===== config.mk =====
export PLATFORM = sky130hd
export DESIGN_NAME = regfile_scb
export DESIGN_NICKNAME = d
export VERILOG_FILES = /design/src/rtl/regfile_scb.sv
export SDC_FILE = /design/constraint.sdc
export NUM_CORES = 1
export LEC_CHECK = 0
export ABC_AREA = 1
export BUFFER_PORTS_ARGS = -buffer_cell sky130_fd_sc_hd__clkbuf_2
export CAP_MARGIN = 20
export CORE_MARGIN = 10
export CORE_UTILIZATION = 40
export CTS_CLUSTER_SIZE = 25
export DETAILED_ROUTE_END_ITERATION = 8
export RECOVER_POWER = 25
export SETUP_SLACK_MARGIN = 0.5
export SYNTH_ARGS = -nofsm -noshare
export SYNTH_HDL_FRONTEND = slang
export SYNTH_SLANG_ARGS = --single-unit

===== constraint.sdc =====
create_clock -name clk -period 9.4 [get_ports clk]
set_clock_uncertainty 0.1 [all_clocks]
set_input_delay 1.88 -clock clk [delete_from_list [all_inputs] [get_ports clk]]
set_output_delay 1.88 -clock clk [all_outputs]
set_load 0.005 [all_outputs]

===== src/rtl/regfile_scb.sv =====
// Register file with two combinational read ports, one write port and a per-register pending scoreboard.
// Optional same-cycle write-to-read bypass is enabled by defining REGFILE_BYPASS_EN.
module regfile_scb #(
    parameter int WIDTH = 16,
    parameter int NREGS = 8,
    parameter int SELW  = $clog2(NREGS)
) (
    input  logic              clk,
    input  logic              rst,
    input  logic [SELW-1:0]   read1RegSel,
    input  logic [SELW-1:0]   read2RegSel,
    output logic [WIDTH-1:0]  read1Data,
    output logic [WIDTH-1:0]  read2Data,
    output logic              read1Valid,
    output logic              read2Valid,
    input  logic [SELW-1:0]   writeRegSel,
    input  logic [WIDTH-1:0]  writeData,
    input  logic              writeEn,
    input  logic [SELW-1:0]   reserveRegSel,
    input  logic              reserveEn,
    input  logic              flush,
    output logic [SELW:0]     pendCount,
    output logic              err
);

    logic [WIDTH-1:0] regs [NREGS];
    logic [NREGS-1:0] pend;
    logic [NREGS-1:0] pend_nxt;
    logic [SELW:0]    pend_cnt_nxt;
    logic             err_nxt;
    logic             we_xz;

    // Reserve is applied last so it wins over both the write clear and flush.
    always_comb begin
        pend_nxt = pend;
        if (writeEn) pend_nxt[writeRegSel] = 1'b0;
        if (flush) pend_nxt = '0;
        if (reserveEn) pend_nxt[reserveRegSel] = 1'b1;
    end

    always_comb begin
        pend_cnt_nxt = '0;
        for (int unsigned i = 0; i < NREGS; i++) begin
            pend_cnt_nxt = pend_cnt_nxt + {{SELW{1'b0}}, pend_nxt[i]};
        end
    end

    always_comb begin
        we_xz   = ~(writeEn | ~writeEn);
        err_nxt = (writeEn & ~pend[writeRegSel] & ~flush)
                | (reserveEn & pend[reserveRegSel]
                   & ~(writeEn & (writeRegSel == reserveRegSel)))
                | we_xz;
    end

    always_ff @(posedge clk or negedge rst) begin
        if (!rst) begin
            for (int unsigned i = 0; i < NREGS; i++) begin
                regs[i] <= '0;
            end
            pend      <= '0;
            pendCount <= '0;
            err       <= 1'b0;
        end else begin
            if (writeEn) regs[writeRegSel] <= writeData;
            pend      <= pend_nxt;
            pendCount <= pend_cnt_nxt;
            err       <= err_nxt;
        end
    end

`ifdef REGFILE_BYPASS_EN
    logic wr_hit_ok;
    assign wr_hit_ok = writeEn & ~(reserveEn & (reserveRegSel == writeRegSel));

    always_comb begin
        read1Data  = regs[read1RegSel];
        read1Valid = ~pend[read1RegSel];
        read2Data  = regs[read2RegSel];
        read2Valid = ~pend[read2RegSel];
        if (wr_hit_ok && (writeRegSel == read1RegSel)) begin
            read1Data  = writeData;
            read1Valid = 1'b1;
        end
        if (wr_hit_ok && (writeRegSel == read2RegSel)) begin
            read2Data  = writeData;
            read2Valid = 1'b1;
        end
    end
`else
    always_comb begin
        read1Data  = regs[read1RegSel];
        read1Valid = ~pend[read1RegSel];
        read2Data  = regs[read2RegSel];
        read2Valid = ~pend[read2RegSel];
    end
`endif

endmodule


==> results.sh, run 1 <==
export IMPL_portBuffers=71
export IMPL_final_max_slew_viol_count=78
export IMPL_worst_slew_pin_slew_ps=4240
export IMPL_rsz0062_at_grt="no"
export IMPL_yosys_top_cells_area="dfrtp_1 44%, o21ai_0 13%, nand2_1 11%"
export IMPL_cts_sinks=141
export IMPL_synth_edf_count=0
export IMPL_num_fill_cells=2040
export IMPL_initial_utilization_pct=40.9
export IMPL_antenna_found_initial=0
export IMPL_htreeDepth=4
export IMPL_syn_area_per_cell_sq_um=7.56
export IMPL_power_frac_clock_pct=37.0
export IMPL_synthDistinctLibCells=28
export IMPL_setup_viol_count_final=0
export IMPL_wl_met3_microns=1230
export IMPL_fin_nets=1124
export IMPL_met2WireLength_microns=10700
export IMPL_hold_depth=2
export IMPL_postCtsSetupRepairBufs=0
export IMPL_synth_flop_cell="dfrtp_1"
export IMPL_ctsResizeCount=0
export IMPL_yosysTopAreaCellShare_pct=43.9
export IMPL_crit_type="input pin to register"
export IMPL_grt_ovfl_total=0
export IMPL_coreArea_sq_mm=0.0197
export IMPL_r2r_end="pendCount[2]"
export IMPL_p_seq_share_pct=43.3
export IMPL_cts_buffer_depth=2
export IMPL_root_buffer="clkbuf_16"
export IMPL_drive_gt1_share_pct=11.0
export IMPL_comb_power_share_pct=19.7
export IMPL_grt_first_pass_wirelength_microns=38200
export IMPL_startpoint_type="input pin"
export IMPL_cp_max_fo=33
export IMPL_ir_drop_v=0.000112
export IMPL_reg2regPathDepth=10
export IMPL_grt_pass1_vias=6687
export IMPL_hold_viol=0
export IMPL_maxCapViolations=1
export IMPL_dpl_cell_count=1330
export IMPL_worstHoldEndpoint="regs[79]"
export IMPL_yosysSeqAreaShare_pct=43.9
export IMPL_antenna_left=0
export IMPL_r2r_start="pend[1]"
export IMPL_arrival_ps=6140
export IMPL_grt_usage_pct=18.2
export IMPL_grt_max_degree=109
export IMPL_power_mw=1.81
export IMPL_ys_warn_count=0
export IMPL_synth_top_cell_by_area="dfrtp_1"
export IMPL_leakage_nw=4.28
export IMPL_crit_required_ps=9610
export IMPL_wl_met1_microns=11200
export IMPL_period_needed_ps=5930
export IMPL_firstDrtPassIters=7
export IMPL_stdcell_count=1362
export IMPL_diodes=0
export IMPL_clk_latency_ps=420
export IMPL_fin_tns_setup_ps=0
export IMPL_rows=51
export IMPL_crit_path_end_kind="register"
export IMPL_internal_power_mw=1.26
export IMPL_drc=0
export IMPL_wire_per_inst_microns=17.3
export IMPL_routabilityCongestion=0.859
export IMPL_hold_path_startpoint="regs[79]"
export IMPL_status="finished with violations"
export IMPL_numCtsBuffers=17
export IMPL_die_area_sq_mm=0.0262
export IMPL_finalCritPeriodShare_pct=63.1
export IMPL_cts_hold_buf=0
export IMPL_violations="capacitance limit, slew limit"
export IMPL_min_path_type="register to register"
export IMPL_max_freq_mhz=169
export IMPL_routed_wl_microns=23600
export IMPL_reg2reg_slack_ps=6000
export IMPL_syn_num_nets=1104
export IMPL_synth_most_common_cell="nand2_1"
export IMPL_max_slew_margin_rel_pct=-183
export IMPL_area_growth_pct=11.5
export IMPL_powerDensity_mw_per_mm2=202
export IMPL_cts_tree="done"
export IMPL_async_flop_share_pct=100
export IMPL_p_sw_mw=0.549
export IMPL_syn_area_sq_mm=0.00804
export IMPL_ios=72
export IMPL_die_w_microns=162
export IMPL_p_sw_share_pct=30.3
export IMPL_dpl_hpwl_microns=14600
export IMPL_final_core_util_pct=45.6
export IMPL_highest_layer="met4"
export IMPL_vias=7135
export IMPL_synthTopCellsByCount="229 x nand2_1, 201 x o21ai_0, 141 x dfrtp_1"
export IMPL_drt_iter0_drc=729
export IMPL_ys_ff_latch=141
export IMPL_via_per_inst=5.24
export IMPL_synth_cells=1064
export IMPL_path_clk_slew_ps=60
export IMPL_dieHeight_microns=162
==> kinds of logic after synthesis <==
| family | count (synthesis) | share of synthesized area, % |
|---|---|---|
| flops | 141 | 43.9 |
| buf+inv | 202 | 10.7 |
| simple gates | 364 | 19.9 |
| compound gates | 349 | 23.9 |
| fa+ha+maj | 7 | 1.46 |
| xor+xnor | 1 | 0.109 |
==> how the worst max path moves through the flow <==
| stage | cells past startpoint | from | end | slack, ps |
|---|---|---|---|---|
| 2_1_floorplan | 14 | writeRegSel[0] | pendCount[2] | 4390 |
| 3_3_place_gp | 14 | writeRegSel[0] | pendCount[2] | 3640 |
| 3_5_place_dp | 14 | writeRegSel[0] | pendCount[2] | 3600 |
| 4_1_cts | 7 | read1RegSel[0] | read1Data[13] | 3710 |
| 5_1_grt | 2 | rst | err | 2960 |
| 6_report | 14 | writeRegSel[0] | pendCount[2] | 3470 |
==> worst max-delay path, cell delays in order <==
cell and delay, ps:
clkbuf_1 310, nand2_1 160, inv_1 150, nand2_1 730
and3_1 450, a21oi_2 180, fa_1 470, fa_1 570
fa_1 430, inv_1 70, ha_1 170, inv_1 60
fa_1 380, xnor2_1 140
==> metal layers <==
layer	vias up	GRT usage, %
li1	3571	-
met1	3344	25.3
met2	189	27.9
met3	31	3.08
met4	0	6.58
met5	-	0
==> registers in the layout (all words and copies together) (netlist names) <==
name / count
regs: 128
pendCount: 4
pend: 8
err: 1
==> cells in the final DEF (no fill, tap or decap), drive strengths merged <==
cell type  count
nor2          14
o21ai        204
buf            8
nand3         77
nand2        237
bufinv         2
clkinvlp       4
nor3           1
and3           3
and2          32
clkinv         4
a21oi         77
o211ai        66
dfrtp        141
ha             3
inv          126
clkbuf        91
fa             4
o21a           2
xnor2          1
==> power by group through the flow <==
stage	Combinational (mW)	Sequential [mW]	Clock, mW
after floorplan	0.250	0.775	0
after global placement	0.353	0.791	0
after detailed placement	0.360	0.791	0
after CTS	0.361	0.783	0.684
after global routing	0.416	0.798	0.713
final	0.356	0.784	0.670
==> final cells by class <==
type	instances	area, sq um	area share, %
inverters	126	473	5.27
clock inverters	10	114	1.27
repair buffers	77	402	4.48
multi-input cells	721	3640	40.6
clock buffers	22	474	5.29
flip-flops and latches	141	3530	39.3
well taps	265	332	3.70
==> stage by stage <==
| step | cell area [sq um] | hold slack, ps | worst slack [ps] |
|---|---|---|---|
| 2_1_floorplan | 8040 | 353 | 4390 |
| 3_3_place_gp | 8400 | 367 | 3640 |
| 3_5_place_dp | 8400 | 373 | 3600 |
| 4_1_cts | 8980 | 387 | 3710 |
| 5_1_grt | 8970 | 407 | 2960 |
| 6_report | 8970 | 383 | 3470 |
(Power assumes the default switching activity.)
==> run 2, diff against run 1 <==
==> constraint.sdc (replaced) <==
create_clock -name clk -period 5.9 [get_ports clk]
set_clock_uncertainty 0.1 [all_clocks]
set_input_delay 1.18 -clock clk [delete_from_list [all_inputs] [get_ports clk]]
set_output_delay 1.18 -clock clk [all_outputs]
set_load 0.005 [all_outputs]
==> run 2 against run 1 <==
Net effect:
- the run still ends with capacitance limit, slew limit left
- first-iteration DRC count down 7.4%
- flip-flop and latch count unchanged
- largest cell class unchanged
- largest power group unchanged
- total power up 57%
- cell area up 0.17%
- sequential share of layout area down 0.066 points
- worst hold slack better by 0.90 ps
- sequential power up 59%
- core utilization up 0.076 points
- count of clock-buffer cells in the layout up 2
- highest routed layer unchanged
- global-route usage up 0.16 points
==> results.sh, run 2 (same netlist as run 1, synthesis figures left out) <==
export IMPL_status="finished with violations"
export IMPL_cp_max_fo=43
export IMPL_die_area_sq_mm=0.0262
export IMPL_final_common_cell="nand2_1"
export IMPL_reg2reg_slack_ps=2560
export IMPL_ir_drop_v=0.000165
export IMPL_max_freq_mhz=232
export IMPL_hold_viol=0
export IMPL_crit_path_cell_trace="clkbuf_2, buf_4, a21oi_1, o21ai_0, nand3_1, and2_1, clkbuf_2"
export IMPL_finish_instance_area_sq_mm=0.00898
export IMPL_antenna_left=0
export IMPL_leakage_nw=4.32
export IMPL_path_common_cell="clkbuf_2"
export IMPL_worst_slew_pin_slew_ps=2440
export IMPL_path_clk_slew_ps=50
export IMPL_clk_latency_ps=420
export IMPL_cts_tree="done"
export IMPL_htreeDepth=4
export IMPL_area_growth_pct=11.7
export IMPL_crit_family="buffers and inverters"
export IMPL_finalCritPeriodShare_pct=73.2
export IMPL_root_buffer="clkbuf_16"
export IMPL_grt_pass1_vias=6894
export IMPL_routed_wl_microns=23500
export IMPL_die_w_microns=162
export IMPL_critPathLaunch="read1RegSel[1]"
export IMPL_dpl_cell_area_sq_mm=0.00843
export IMPL_firstDrtPassIters=5
export IMPL_coreArea_sq_mm=0.0197
export IMPL_arrival_ps=3040
export IMPL_violations="capacitance limit, slew limit"
export IMPL_fin_tns_setup_ps=0
export IMPL_final_core_util_pct=45.7
export IMPL_crit_type="input pin to output port"
export IMPL_powerDensity_mw_per_mm2=316
export IMPL_startpoint_type="input pin"
export IMPL_crit_path_end_kind="output port"
export IMPL_hold_path_startpoint="regs[67]"
export IMPL_grt_first_pass_wirelength_microns=38700
export IMPL_rsz0062_at_grt="no"
export IMPL_initial_utilization_pct=40.9
export IMPL_grt_ovfl_total=0
export IMPL_portBuffers=71
export IMPL_dpl_hpwl_microns=14900
export IMPL_diodes=0
export IMPL_wire_per_inst_microns=17.2
export IMPL_cts_hold_buf=0
export IMPL_setup_slack_ps=1580
export IMPL_drive_gt1_share_pct=11.7
export IMPL_crit_required_ps=4620
export IMPL_cpPeakStageDelay_ps=770
export IMPL_routabilityCongestion=0.904
export IMPL_numCtsBuffers=17
export IMPL_critPathSlowestCell="clkbuf_2"
export IMPL_period_needed_ps=4320
export IMPL_dieHeight_microns=162
export IMPL_r2r_start="pend[1]"
export IMPL_largest_register="regs"
export IMPL_ctsResizeCount=0
export IMPL_cts_sinks=141
export IMPL_final_max_slew_viol_count=96
export IMPL_grt_usage_pct=18.4
export IMPL_ios=72
export IMPL_mostFrequentLayoutCells="229 x nand2_1, 201 x o21ai_0, 141 x dfrtp_1"
export IMPL_maxCapViolations=1
export IMPL_grt_max_degree=96
export IMPL_path_buf_inv=3
export IMPL_largest_reg_flops=128
export IMPL_vias=7193
export IMPL_dp_worst_setup_slack_ps=1220
export IMPL_setup_viol_count_final=0
export IMPL_max_slew_margin_rel_pct=-62.6
export IMPL_rows=51
export IMPL_fin_nets=1129
export IMPL_cts_buffer_depth=2
export IMPL_drt_iter0_drc=675
export IMPL_min_path_type="register to register"
export IMPL_postCtsSetupRepairBufs=0
export IMPL_antenna_found_initial=0
export IMPL_drc=0
export IMPL_largest_registers="regs (128), pend (8), pendCount (4)"
export IMPL_via_per_inst=5.27
run 2: final timing paths:
kind                                end  cells past startpoint
max in group asynchronous      regs[70]                      2
setup / recovery           read1Data[9]                      7
min in group asynchronous      regs[57]                      1
setup reg to reg           pendCount[2]                     10
hold / removal                 regs[67]                      2
hold reg to reg                regs[67]                      2
run 2: final cells by class:
class                   instances  area [sq um]
repair buffers                 82           443
clock inverters                 7          62.6
well taps                     265           332
inverters                     126           473
clock buffers                  24           492
multi-input cells             721          3650
flip-flops and latches        141          3530
fillers                      2044         10700
run 2: metrics by stage:
stage	total power, mW	cells	hold slack [ps]
2_1_floorplan	1.63	1064	353
3_3_place_gp	1.82	1335	367
3_5_place_dp	1.83	1335	374
4_1_cts	2.86	1366	388
5_1_grt	3.02	1366	404
6_report	2.83	1366	384
run 2: power by group:
part / total, mW / leakage (nW) / switching, mW / internal [mW]
Sequential: 1.25 / 1.78 / 0.105 / 1.14
Clock: 1.01 / 0.276 / 0.397 / 0.618
Combinational: 0.571 / 2.26 / 0.356 / 0.215
Total: 2.83 / 4.32 / 0.858 / 1.98
run 2: worst register-to-register path, cell delays in order (launching register included):
cell and delay [ps]:
dfrtp_1 410, and3_1 200, a21oi_1 230, fa_1 500, fa_1 580, fa_1 420
inv_1 60, ha_1 170, inv_1 60, fa_1 370, xnor2_1 130
run 2: per-layer routing:
metal	vias to the layer above	GRT usage (%)	wire (microns)
li1	3574	-	-
met1	3375	25.4	11000
met2	216	29.0	10900
met3	28	2.65	1220
met4	0	5.75	389
met5	-	0	0
==> run 3, diff against run 2 <==
==> constraint.sdc (replaced) <==
create_clock -name clk -period 3.67 [get_ports clk]
set_clock_uncertainty 0.1 [all_clocks]
set_input_delay 0.734 -clock clk [delete_from_list [all_inputs] [get_ports clk]]
set_output_delay 0.734 -clock clk [all_outputs]
set_load 0.005 [all_outputs]
==> run 3 against run 2 <==
Net effect:
- the run still ends with capacitance limit, slew limit left
- core utilization is 2.6 points higher
- wire length is 5.9% higher
- sequential share of layout area is 2.2 points lower
- first-iteration DRC count is 16% higher
- final cell count is 2.7% higher
- critical path type is now input pin to register
- critical endpoint is now pendCount[1]
==> results.sh, run 3 (same netlist as run 1, synthesis figures left out) <==
export IMPL_ios=72
export IMPL_highest_layer="met4"
export IMPL_portBuffers=71
export IMPL_cts_hold_buf=0
export IMPL_power_mw=4.78
export IMPL_die_area_sq_mm=0.0262
export IMPL_startpoint_type="input pin"
export IMPL_drt_iter0_drc=781
export IMPL_cts_tree="done"
export IMPL_finalCritPeriodShare_pct=92.5
export IMPL_p_sw_mw=1.43
export IMPL_cts_sinks=141
export IMPL_powerDensity_mw_per_mm2=503
export IMPL_critPathSlowestCell="fa_1"
export IMPL_firstDrtPassIters=5
export IMPL_grt_ovfl_total=0
export IMPL_cp_max_fo=3
export IMPL_diodes=0
export IMPL_wl_met1_microns=11300
export IMPL_final_max_slew_viol_count=70
export IMPL_fin_nets=1165
export IMPL_routed_wl_microns=24900
export IMPL_met2WireLength_microns=11500
export IMPL_antenna_left=0
export IMPL_initial_utilization_pct=40.9
export IMPL_die_w_microns=162
export IMPL_crit_path_end_kind="register"
export IMPL_largest_reg_flops=128
export IMPL_finish_instance_area_sq_mm=0.00950
export IMPL_fin_tns_setup_ps=0
export IMPL_dpl_hpwl_microns=15700
export IMPL_worstHoldEndpoint="regs[111]"
export IMPL_wl_met3_microns=1550
export IMPL_hold_viol=0
export IMPL_maxCapViolations=1
export IMPL_root_buffer="clkbuf_16"
export IMPL_wire_per_inst_microns=17.7
export IMPL_final_core_util_pct=48.4
export IMPL_violations="capacitance limit, slew limit"
export IMPL_reg2regPathDepth=10
export IMPL_htreeDepth=4
export IMPL_vias=7420
export IMPL_rows=51
export IMPL_rsz0062_at_grt="yes"
export IMPL_crit_type="input pin to register"
export IMPL_final_common_cell="nand2_1"
export IMPL_status="finished with violations"
export IMPL_cts_buffer_depth=2
export IMPL_area_growth_pct=18.2
export IMPL_setup_viol_count_final=0
export IMPL_internal_power_mw=3.35
export IMPL_mostFrequentLayoutCells="227 x nand2_1, 200 x o21ai_0, 141 x dfrtp_1"
export IMPL_largest_registers="regs (128), pend (8), pendCount (4)"
export IMPL_r2r_end="pendCount[1]"
export IMPL_largest_register="regs"
export IMPL_holdWs_ps=384
export IMPL_power_frac_clock_pct=37.5
export IMPL_coreArea_sq_mm=0.0197
export IMPL_min_path_type="register to register"
export IMPL_drive_gt1_share_pct=16.0
export IMPL_worst_slew_pin_slew_ps=1790
export IMPL_routabilityCongestion=0.868
export IMPL_via_per_inst=5.29
export IMPL_dpl_cell_area_sq_mm=0.00880
export IMPL_ir_drop_v=0.000289
export IMPL_grt_usage_pct=19.1
export IMPL_path_clk_slew_ps=60
export IMPL_p_sw_share_pct=30.0
export IMPL_arrival_ps=3620
export IMPL_reg2reg_slack_ps=450
export IMPL_num_fill_cells=1984
export IMPL_max_slew_margin_rel_pct=-19.5
export IMPL_grt_pass1_vias=6975
export IMPL_p_seq_share_pct=41.9
export IMPL_numCtsBuffers=17
export IMPL_antenna_found_initial=0
export IMPL_clk_latency_ps=430
export IMPL_period_needed_ps=3400
export IMPL_leakage_nw=4.58
export IMPL_hold_path_startpoint="regs[111]"
export IMPL_max_freq_mhz=294
export IMPL_crit_required_ps=3900
export IMPL_hold_depth=2
export IMPL_drc=0
export IMPL_grt_max_degree=70
export IMPL_cpPeakStageDelay_ps=570
export IMPL_grt_first_pass_wirelength_microns=39600
export IMPL_dieHeight_microns=162
export IMPL_r2r_start="pend[3]"
export IMPL_comb_power_share_pct=20.5
export IMPL_crit_path_cell_trace="clkbuf_16, nor2_4, nand2_4, and3_4, a21oi_4, fa_1, fa_1, fa_2, inv_2, ha_4, inv_2, fa_2, inv_1"
==> run 3: changes by cell type in the layout (fill, tap and decap cells not counted), moves of 3 or more <==
cell / before / now
buf_12: 0 / 6
buf_4: 13 / 43
clkbuf_2: 69 / 66
inv_1: 121 / 118
inv_4: 0 / 3
nand2_4: 2 / 5
==> run 3: worst max path at each step <==
stage                         from           end  slack [ps]  cells after the start
finish              writeRegSel[1]  pendCount[1]         270                     13
global route               writeEn  pendCount[1]         150                     14
CTS                 writeRegSel[1]  pendCount[1]         250                     13
detailed placement  writeRegSel[2]  pendCount[1]        -260                     13
global placement    writeRegSel[2]  pendCount[1]        -250                     13
floorplan           writeRegSel[0]  pendCount[1]         -20                     14
==> run 3: worst max-delay path, delay by kind of cell <==
kind	cells	cell delay, ps
and+or+nand+nor	3	380
buffers and inverters	4	270
adders and majority gates	5	2090
AOI/OAI and AO/OA	1	130
==> run 3: layer usage <==
| metal | vias to the layer above | global-route usage (%) |
|---|---|---|
| li1 | 3663 | - |
| met1 | 3497 | 25.9 |
| met2 | 227 | 29.4 |
| met3 | 33 | 4.04 |
| met4 | 0 | 6.45 |
| met5 | - | 0 |
==> run 3: power by group through the flow <==
stage	Combinational [mW]	Sequential [mW]	Clock [mW]
global route	1.13	2.04	1.90
finish	0.982	2.00	1.79
floorplan	0.653	1.99	0
CTS	0.989	2.00	1.82
detailed placement	0.975	2.02	0
global placement	0.958	2.02	0
==> run 3: what timing repair did <==
item,in CTS,in global routing
endpoints found under the setup margin,2,3
pin swaps,7,8
buffers inserted,3,3
hold endpoints to repair,0,0
resized for setup,10,7
==> run 3: per-stage QoR <==
stage / std cells / worst slack, ps
finish: 1403 / 274
global route: 1403 / 150
CTS: 1400 / 246
detailed placement: 1365 / -261
global placement: 1365 / -249
floorplan: 1064 / -18.5
==> run 3: layout make-up <==
cell class / count / area [sq um] / area share, %
multi-input combinational: 721 / 3740 / 39.4
sequential: 141 / 3530 / 37.1
timing repair buffer: 118 / 811 / 8.53
inverter: 126 / 480 / 5.06
clock buffer: 22 / 474 / 4.99
tap: 265 / 332 / 3.49
clock inverter: 10 / 138 / 1.45
